--- config.mk ---
export PLATFORM = sky130hd
export DESIGN_NAME = bram_stream_reader_flat
export DESIGN_NICKNAME = d
export VERILOG_FILES = /design/src/rtl/mamba_mem_pkg.sv /design/src/rtl/bram_stream_reader_if.sv /design/src/rtl/stream_fifo.sv /design/src/rtl/bram_stream_reader.sv /design/src/flat_wrapper.sv
export SDC_FILE = /design/constraint.sdc
export NUM_CORES = 1
export LEC_CHECK = 0
export ABC_AREA = 1
export CAP_MARGIN = 5
export CORE_UTILIZATION = 33
export CTS_BUF_LIST = sky130_fd_sc_hd__clkbuf_4 sky130_fd_sc_hd__clkbuf_8
export DETAILED_ROUTE_END_ITERATION = 12
export DONT_BUFFER_PORTS = 1
export PLACE_DENSITY = 0.53
export SKIP_LAST_GASP = 1
export SLEW_MARGIN = 20
export SYNTH_ARGS = -nofsm -noshare
export SYNTH_HDL_FRONTEND = slang
export SYNTH_SLANG_ARGS = --single-unit
--- constraint.sdc ---
create_clock -name clk -period 12.8 [get_ports clk]
set_input_delay 1.92 -clock clk [delete_from_list [all_inputs] [get_ports clk]]
set_output_delay 1.92 -clock clk [all_outputs]
set_load 0.005 [all_outputs]
--- src/rtl/mamba_mem_pkg.sv ---
// Shared memory-side definitions for the Mamba datapath: BRAM geometry and
// the read-sequencer state encoding.
package mamba_mem_pkg;

    localparam int BRAM_ADDR_WIDTH   = 15;
    localparam int BRAM_DATA_WIDTH   = 256;
    localparam int READER_LEN_WIDTH  = 16;
    localparam int READER_FIFO_DEPTH = 4;

    typedef enum logic [1:0] {
        IDLE  = 2'd0,
        RUN   = 2'd1,
        DRAIN = 2'd2,
        DONE  = 2'd3
    } reader_state_t;

    // Width of an occupancy counter able to hold 0..depth inclusive.
    function automatic int count_width(input int depth);
        return $clog2(depth) + 1;
    endfunction

endpackage

--- src/rtl/bram_stream_reader_if.sv ---
// Valid/ready beat stream carrying one BRAM word plus an end-of-burst tag.
interface bram_stream_if #(
    parameter int DATA_WIDTH = 256
);
    logic                  valid;
    logic                  ready;
    logic                  last;
    logic [DATA_WIDTH-1:0] data;

    modport master (output valid, output data, output last, input ready);
    modport slave  (input valid, input data, input last, output ready);
endinterface

--- src/rtl/stream_fifo.sv ---
// Small first-word-fall-through FIFO with occupancy count and synchronous flush.
module stream_fifo
    import mamba_mem_pkg::*;
#(
    parameter int WIDTH = 257,
    parameter int DEPTH = 4
) (
    input  logic                          clk,
    input  logic                          rst_n,
    input  logic                          flush,
    input  logic                          push,
    input  logic [WIDTH-1:0]              push_data,
    input  logic                          pop,
    output logic [WIDTH-1:0]              pop_data,
    output logic                          not_empty,
    output logic [count_width(DEPTH)-1:0] count
);
    localparam int PW = $clog2(DEPTH);
    localparam int CW = count_width(DEPTH);

    logic [WIDTH-1:0] mem [DEPTH];
    logic [PW-1:0]    wr_ptr_reg;
    logic [PW-1:0]    rd_ptr_reg;
    logic [CW-1:0]    count_reg;
    logic             do_push;
    logic             do_pop;

    assign do_push   = push && !flush;
    assign do_pop    = pop && (count_reg != '0) && !flush;
    assign not_empty = (count_reg != '0);
    assign count     = count_reg;
    // Output reads as zero while empty so nothing stale shows on the bus.
    assign pop_data  = not_empty ? mem[rd_ptr_reg] : '0;

    always_ff @(posedge clk) begin
        if (do_push) begin
            mem[wr_ptr_reg] <= push_data;
        end
    end

    always_ff @(posedge clk or negedge rst_n) begin
        if (!rst_n) begin
            wr_ptr_reg <= '0;
            rd_ptr_reg <= '0;
            count_reg  <= '0;
        end else if (flush) begin
            wr_ptr_reg <= '0;
            rd_ptr_reg <= '0;
            count_reg  <= '0;
        end else begin
            if (do_push) begin
                wr_ptr_reg <= wr_ptr_reg + PW'(1);
            end
            if (do_pop) begin
                rd_ptr_reg <= rd_ptr_reg + PW'(1);
            end
            case ({do_push, do_pop})
                2'b10:   count_reg <= count_reg + CW'(1);
                2'b01:   count_reg <= count_reg - CW'(1);
                default: count_reg <= count_reg;
            endcase
        end
    end

endmodule

--- src/rtl/bram_stream_reader.sv ---
// Walks a contiguous BRAM address range on the registered read port and
// re-times the returned words into a backpressured valid/ready stream.
module bram_stream_reader
    import mamba_mem_pkg::*;
#(
    parameter int ADDR_WIDTH = BRAM_ADDR_WIDTH,
    parameter int DATA_WIDTH = BRAM_DATA_WIDTH,
    parameter int LEN_WIDTH  = READER_LEN_WIDTH,
    parameter int FIFO_DEPTH = READER_FIFO_DEPTH
) (
    input  logic                  clk,
    input  logic                  rst_n,
    input  logic                  start,
    input  logic [ADDR_WIDTH-1:0] base_addr,
    input  logic [LEN_WIDTH-1:0]  burst_len,
    input  logic                  abort,
    output logic [ADDR_WIDTH-1:0] bram_addr,
    input  logic [DATA_WIDTH-1:0] bram_dout,
    bram_stream_if.master         m,
    output logic                  busy,
    output logic                  done
);
    localparam int CW = count_width(FIFO_DEPTH);

    reader_state_t         state_reg;
    reader_state_t         state_next;
    logic [ADDR_WIDTH-1:0] next_addr_reg;
    logic [LEN_WIDTH-1:0]  remaining_reg;
    logic                  v0_reg;
    logic                  v1_reg;
    logic                  last0_reg;
    logic                  last1_reg;

    logic [CW-1:0]         fifo_count;
    logic [CW:0]           occupancy;
    logic                  fifo_not_empty;
    logic [DATA_WIDTH:0]   fifo_head;
    logic                  accept_start;
    logic                  kill;
    logic                  issue;
    logic                  handshake;

    assign busy         = (state_reg != IDLE);
    assign done         = (state_reg == DONE);
    assign kill         = abort && busy;
    assign accept_start = (state_reg == IDLE) && start && !abort;

    // Reads in the RAM pipeline count against FIFO space so a push never overflows.
    assign occupancy = (CW+1)'(fifo_count) + (CW+1)'(v0_reg) + (CW+1)'(v1_reg);
    assign issue     = (state_reg == RUN) && (remaining_reg != '0) && !abort
                       && (occupancy < (CW+1)'(FIFO_DEPTH));

    assign handshake = fifo_not_empty && m.ready;
    assign m.valid   = fifo_not_empty;
    assign m.last    = fifo_head[DATA_WIDTH];
    assign m.data    = fifo_head[DATA_WIDTH-1:0];

    always_comb begin
        state_next = state_reg;
        case (state_reg)
            IDLE: begin
                if (accept_start) begin
                    state_next = (burst_len == '0) ? DONE : RUN;
                end
            end
            RUN: begin
                if (remaining_reg == '0) begin
                    state_next = DRAIN;
                end
            end
            DRAIN: begin
                if (handshake && m.last) begin
                    state_next = DONE;
                end
            end
            DONE:    state_next = IDLE;
            default: state_next = IDLE;
        endcase
        if (kill) begin
            state_next = IDLE;
        end
    end

    always_ff @(posedge clk or negedge rst_n) begin
        if (!rst_n) begin
            state_reg     <= IDLE;
            bram_addr     <= '0;
            next_addr_reg <= '0;
            remaining_reg <= '0;
            v0_reg        <= 1'b0;
            v1_reg        <= 1'b0;
            last0_reg     <= 1'b0;
            last1_reg     <= 1'b0;
        end else begin
            state_reg <= state_next;
            v1_reg    <= v0_reg && !kill;
            last1_reg <= last0_reg;
            if (kill) begin
                v0_reg <= 1'b0;
            end else if (accept_start && (burst_len != '0)) begin
                // First read goes out on the accepting edge to hit the 2-cycle latency.
                bram_addr     <= base_addr;
                next_addr_reg <= base_addr + ADDR_WIDTH'(1);
                remaining_reg <= burst_len - LEN_WIDTH'(1);
                v0_reg        <= 1'b1;
                last0_reg     <= (burst_len == LEN_WIDTH'(1));
            end else if (issue) begin
                bram_addr     <= next_addr_reg;
                next_addr_reg <= next_addr_reg + ADDR_WIDTH'(1);
                remaining_reg <= remaining_reg - LEN_WIDTH'(1);
                v0_reg        <= 1'b1;
                last0_reg     <= (remaining_reg == LEN_WIDTH'(1));
            end else begin
                v0_reg <= 1'b0;
            end
        end
    end

    stream_fifo #(
        .WIDTH (DATA_WIDTH + 1),
        .DEPTH (FIFO_DEPTH)
    ) u_fifo (
        .clk       (clk),
        .rst_n     (rst_n),
        .flush     (kill),
        .push      (v1_reg),
        .push_data ({last1_reg, bram_dout}),
        .pop       (handshake),
        .pop_data  (fifo_head),
        .not_empty (fifo_not_empty),
        .count     (fifo_count)
    );

endmodule

--- src/flat_wrapper.sv ---
// flat-port wrapper written by rule: the top's interface ports become plain ports
module bram_stream_reader_flat import mamba_mem_pkg::*;
#(
    parameter int ADDR_WIDTH = BRAM_ADDR_WIDTH,
    parameter int DATA_WIDTH = BRAM_DATA_WIDTH,
    parameter int LEN_WIDTH  = READER_LEN_WIDTH,
    parameter int FIFO_DEPTH = READER_FIFO_DEPTH
)
  (clk, rst_n, start, base_addr, burst_len, abort, bram_addr, bram_dout, busy, done, m_valid, m_data, m_last, m_ready);
  bram_stream_if #(.DATA_WIDTH(DATA_WIDTH)) m_i ();
  input  logic clk;
  input  logic rst_n;
  input  logic start;
  input  logic [ADDR_WIDTH-1:0] base_addr;
  input  logic [LEN_WIDTH-1:0] burst_len;
  input  logic abort;
  output logic [ADDR_WIDTH-1:0] bram_addr;
  input  logic [DATA_WIDTH-1:0] bram_dout;
  output logic busy;
  output logic done;
  output wire logic [$bits(m_i.valid)-1:0] m_valid;
  output wire logic [$bits(m_i.data)-1:0] m_data;
  output wire logic [$bits(m_i.last)-1:0] m_last;
  input wire logic [$bits(m_i.ready)-1:0] m_ready;
  assign m_valid = m_i.valid;
  assign m_data = m_i.data;
  assign m_last = m_i.last;
  assign m_i.ready = m_ready;
  bram_stream_reader #(.ADDR_WIDTH(ADDR_WIDTH), .DATA_WIDTH(DATA_WIDTH), .LEN_WIDTH(LEN_WIDTH), .FIFO_DEPTH(FIFO_DEPTH)) u_core (.clk(clk), .rst_n(rst_n), .start(start), .base_addr(base_addr), .burst_len(burst_len), .abort(abort), .bram_addr(bram_addr), .bram_dout(bram_dout), .m(m_i), .busy(busy), .done(done));
endmodule
==> metrics.txt <==
Hold Crit Class=flip-flop to flip-flop; first-pass GRT wire length=around 160 mm; Power Density=around 220 nW/µm²; maximum clock rate=148.8 MHz; RSZ-0062 raised after global routing=no; main combinational cell family by area after synthesis=simple AND/OR/NAND/NOR gates; Wirelength per Cell=approximately 21 µm; XOR/XNOR share of the synthesized area=less than 1%; Syn Nets=approximately 3900; worst endpoint data arrival time=approximately 4.8 ns; dominant cell type by area after synthesis=edfxtp_1; final setup TNS=0 ns; Yosys cell types=between 40 and 50; Hold Violations, Final=0; Tmin final=6.721 ns; Setup Buffers After CTS=0; post-CTS sizing=0; slowest stage cell, crit path=dfrtp_4; core area=around 130000 µm²; Main synth FF type=edfxtp_1; CTS Sinks=1087; initial antenna violation count=5; # setup viols final=0; Root Buffer Master=clkbuf_8; simple-gate share of the synthesized area=between 10 and 15%; Core Util, Final=37.44%; Syn Inst Count=3583; largest net degree at the start of global routing=approximately 230; HPWL Detailed=62.96 mm; Compound-Gate Fraction of Synth Area=under 10%; GRT Overall Usage=between 15 and 20%; placed cell area=between 40000 and 50000 µm²; final wirelength=roughly 110 mm; CP Max Fanout=151; Total Power=10550 µW; Port Buffers=0; die width=~360 µm; flops & latches, synth=around 1100; Final Cell Area=about 50000 µm²; drt pass-1 iters=5; max reg flops=1028; Post-synth EDFFs=between 1000 and 1500; std cell rows=132; TritonCTS clock tree=done; Fin Hold WS=between 0.3 and 0.4 ns; yosys warns=0; Antenna Violating Nets Remaining=0; leakage=0.01622 µW; adder-cell share of the synthesized area=less than 1%; synthesized area per cell=around 12 µm²; vias in the first global route=around 25000; share of the synthesized area in the top cell type=71.19%; fin crit share=between 50 and 60%; sequential-to-total area share from yosys stat=between 70% and 80%; die area=132900 µm²; Req. time, crit path=about 11 ns; CTS H-tree lvls=4; relative slew slack=12.81%; post-synthesis mux area share=0%; DR iter-0 viols=1745; starting density of the core=about a third; clk slew on worst S/H paths=~0.05 ns; Clk Latency, worst-skew pair=approximately 0.92 ns; ys async rst share=under 10%; RD Place Congestion=just under 0.8; Synth area leaders=edfxtp_1, nor2_1, o21ai_0; Post-Syn Area=between 40000 and 50000 µm²; Max Root-Sink Buffers=3; Final Max Tran Viols=0; NumNets Final=slightly below 4000; I/O pin cnt=around 570; synthesis-to-finish area growth=12.23%; Least-Margin Pin Slew=roughly 1.3 ns; DRC viols=0; Via density=approximately 4.8; DIE HEIGHT=around 360 µm; CTS buffer count=roughly 190; clock skew=around 0.043 ns; CP max stage delay=around 0.88 ns; Worst setup EP type=output pin; Hold-fix buffers, CTS=0; CP Launch Type=flip-flop; maximum VDD drop=approximately 0.00017 V; Vias=approximately 26000; worst path cell trace=buf_4, buf_4, buf_12, nor2_1, nor2_1, o21ai_0, a21oi_1; outcome=finished, final reports clean; share of cells above drive strength 1=about a tenth; grt total ovfl=0; Setup CP Type=flip-flop to output pin; Max Cap Viol=0
[final cells by class]
type | instances | area [µm²]
flip-flops and latches | 1087 | 32350
repair buffers | 26 | 307.8
clock inverters | 70 | 513.0
diodes | 7 | 17.52
clock buffers | 256 | 3085
inverters | 63 | 259.0
well taps | 1742 | 2180
fillers | 12460 | 81310
multi-input cells | 2217 | 9951
[Yosys cell counts (8+ instances only)]
library cell	count
ha_1	15
nor2_2	8
a21oi_1	270
xor2_1	9
nand2_1	141
nor2_1	1098
inv_1	57
clkbuf_1	175
buf_1	24
edfxtp_1	1028
dfrtp_1	59
o21ai_0	562
nand2_2	15
nand3_1	45
buf_2	13
[metrics by stage]
stage	setup WS [ns]	cells
6_report	6.079	5468
5_1_grt	5.636	5467
4_1_cts	5.826	5461
3_5_place_dp	6.865	5135
3_3_place_gp	6.860	5135
2_1_floorplan	-1.100	3583
[where the power goes]
part           switching (µW)  internal, µW
combinational            2360           754
sequential                165          4220
clock                    1410          1640
total                    3930          6620
[logic make-up after synthesis]
logic type | Yosys count
buf+inv | 279
compound gates | 853
fa+ha+maj | 16
xor+xnor | 11
flops | 1087
simple gates | 1337
[final timing paths]
path                                              from                           to  slack [ns]  cells past startpoint
setup / recovery           u_core.u_fifo.rd_ptr_reg[0]                  m_data[251]        6.08                      7
hold / removal                        u_core.last0_reg             u_core.last1_reg        0.38                      0
setup reg to reg                   u_core.state_reg[0]     u_core.u_fifo.mem[0][70]        8.61                      8
hold reg to reg                       u_core.last0_reg             u_core.last1_reg        0.38                      0
max in group asynchronous                        rst_n  u_core.u_fifo.rd_ptr_reg[0]       11.94                      0
min in group asynchronous                        rst_n     u_core.remaining_reg[12]        0.73                      0
[layout by cell type (no fill, tap or decap), types with 2 or more instances in the layout]
cell | synthesis | final
xnor2_1 | 2 | 2
clkinv_2 | 0 | 10
nand2_1 | 141 | 141
o211ai_1 | 5 | 5
edfxtp_1 | 1028 | 1028
ha_1 | 15 | 15
clkbuf_8 | 0 | 186
nand4_1 | 7 | 7
nor2_4 | 7 | 11
clkinv_1 | 1 | 39
nand2_4 | 4 | 4
nand3b_1 | 3 | 3
diode_2 | 0 | 7
inv_1 | 57 | 56
nor4_1 | 3 | 3
nor2_1 | 1098 | 1094
dfrtp_4 | 0 | 2
a21oi_1 | 270 | 270
nand3_1 | 45 | 45
inv_8 | 0 | 7
o21ai_0 | 562 | 562
a31oi_1 | 6 | 6
nand2_2 | 15 | 15
clkbuf_4 | 0 | 70
nor3_1 | 3 | 3
buf_4 | 0 | 17
o311ai_0 | 2 | 2
clkinvlp_4 | 0 | 6
dfrtp_1 | 59 | 57
buf_12 | 0 | 9
xor2_1 | 9 | 9
nor2_2 | 8 | 8
bufinv_16 | 0 | 4
clkinv_8 | 0 | 4
inv_2 | 5 | 4
inv_12 | 0 | 2
[routing by layer]
layer | routed length [µm] | up-vias | share of wire [%] | GRT usage [%]
met2 | 55840 | 721 | 49 | 27.79
met1 | 44130 | 12800 | 39 | 18.82
met5 | 46 | - | 0.041 | 0
li1 | - | 12650 | - | -
met3 | 10030 | 194 | 8.9 | 6.685
met4 | 2980 | 6 | 2.6 | 5.734
[critical path: cells and delay by family (launching register included)]
family,cells,cell delay [ns]
buffers and inverters,3,1.93
flip-flops,1,0.88
AO/OA/AOI/OAI,2,0.51
AND/OR/NAND/NOR,2,0.21
No activity file was read; power rests on OpenSTA's default activity.
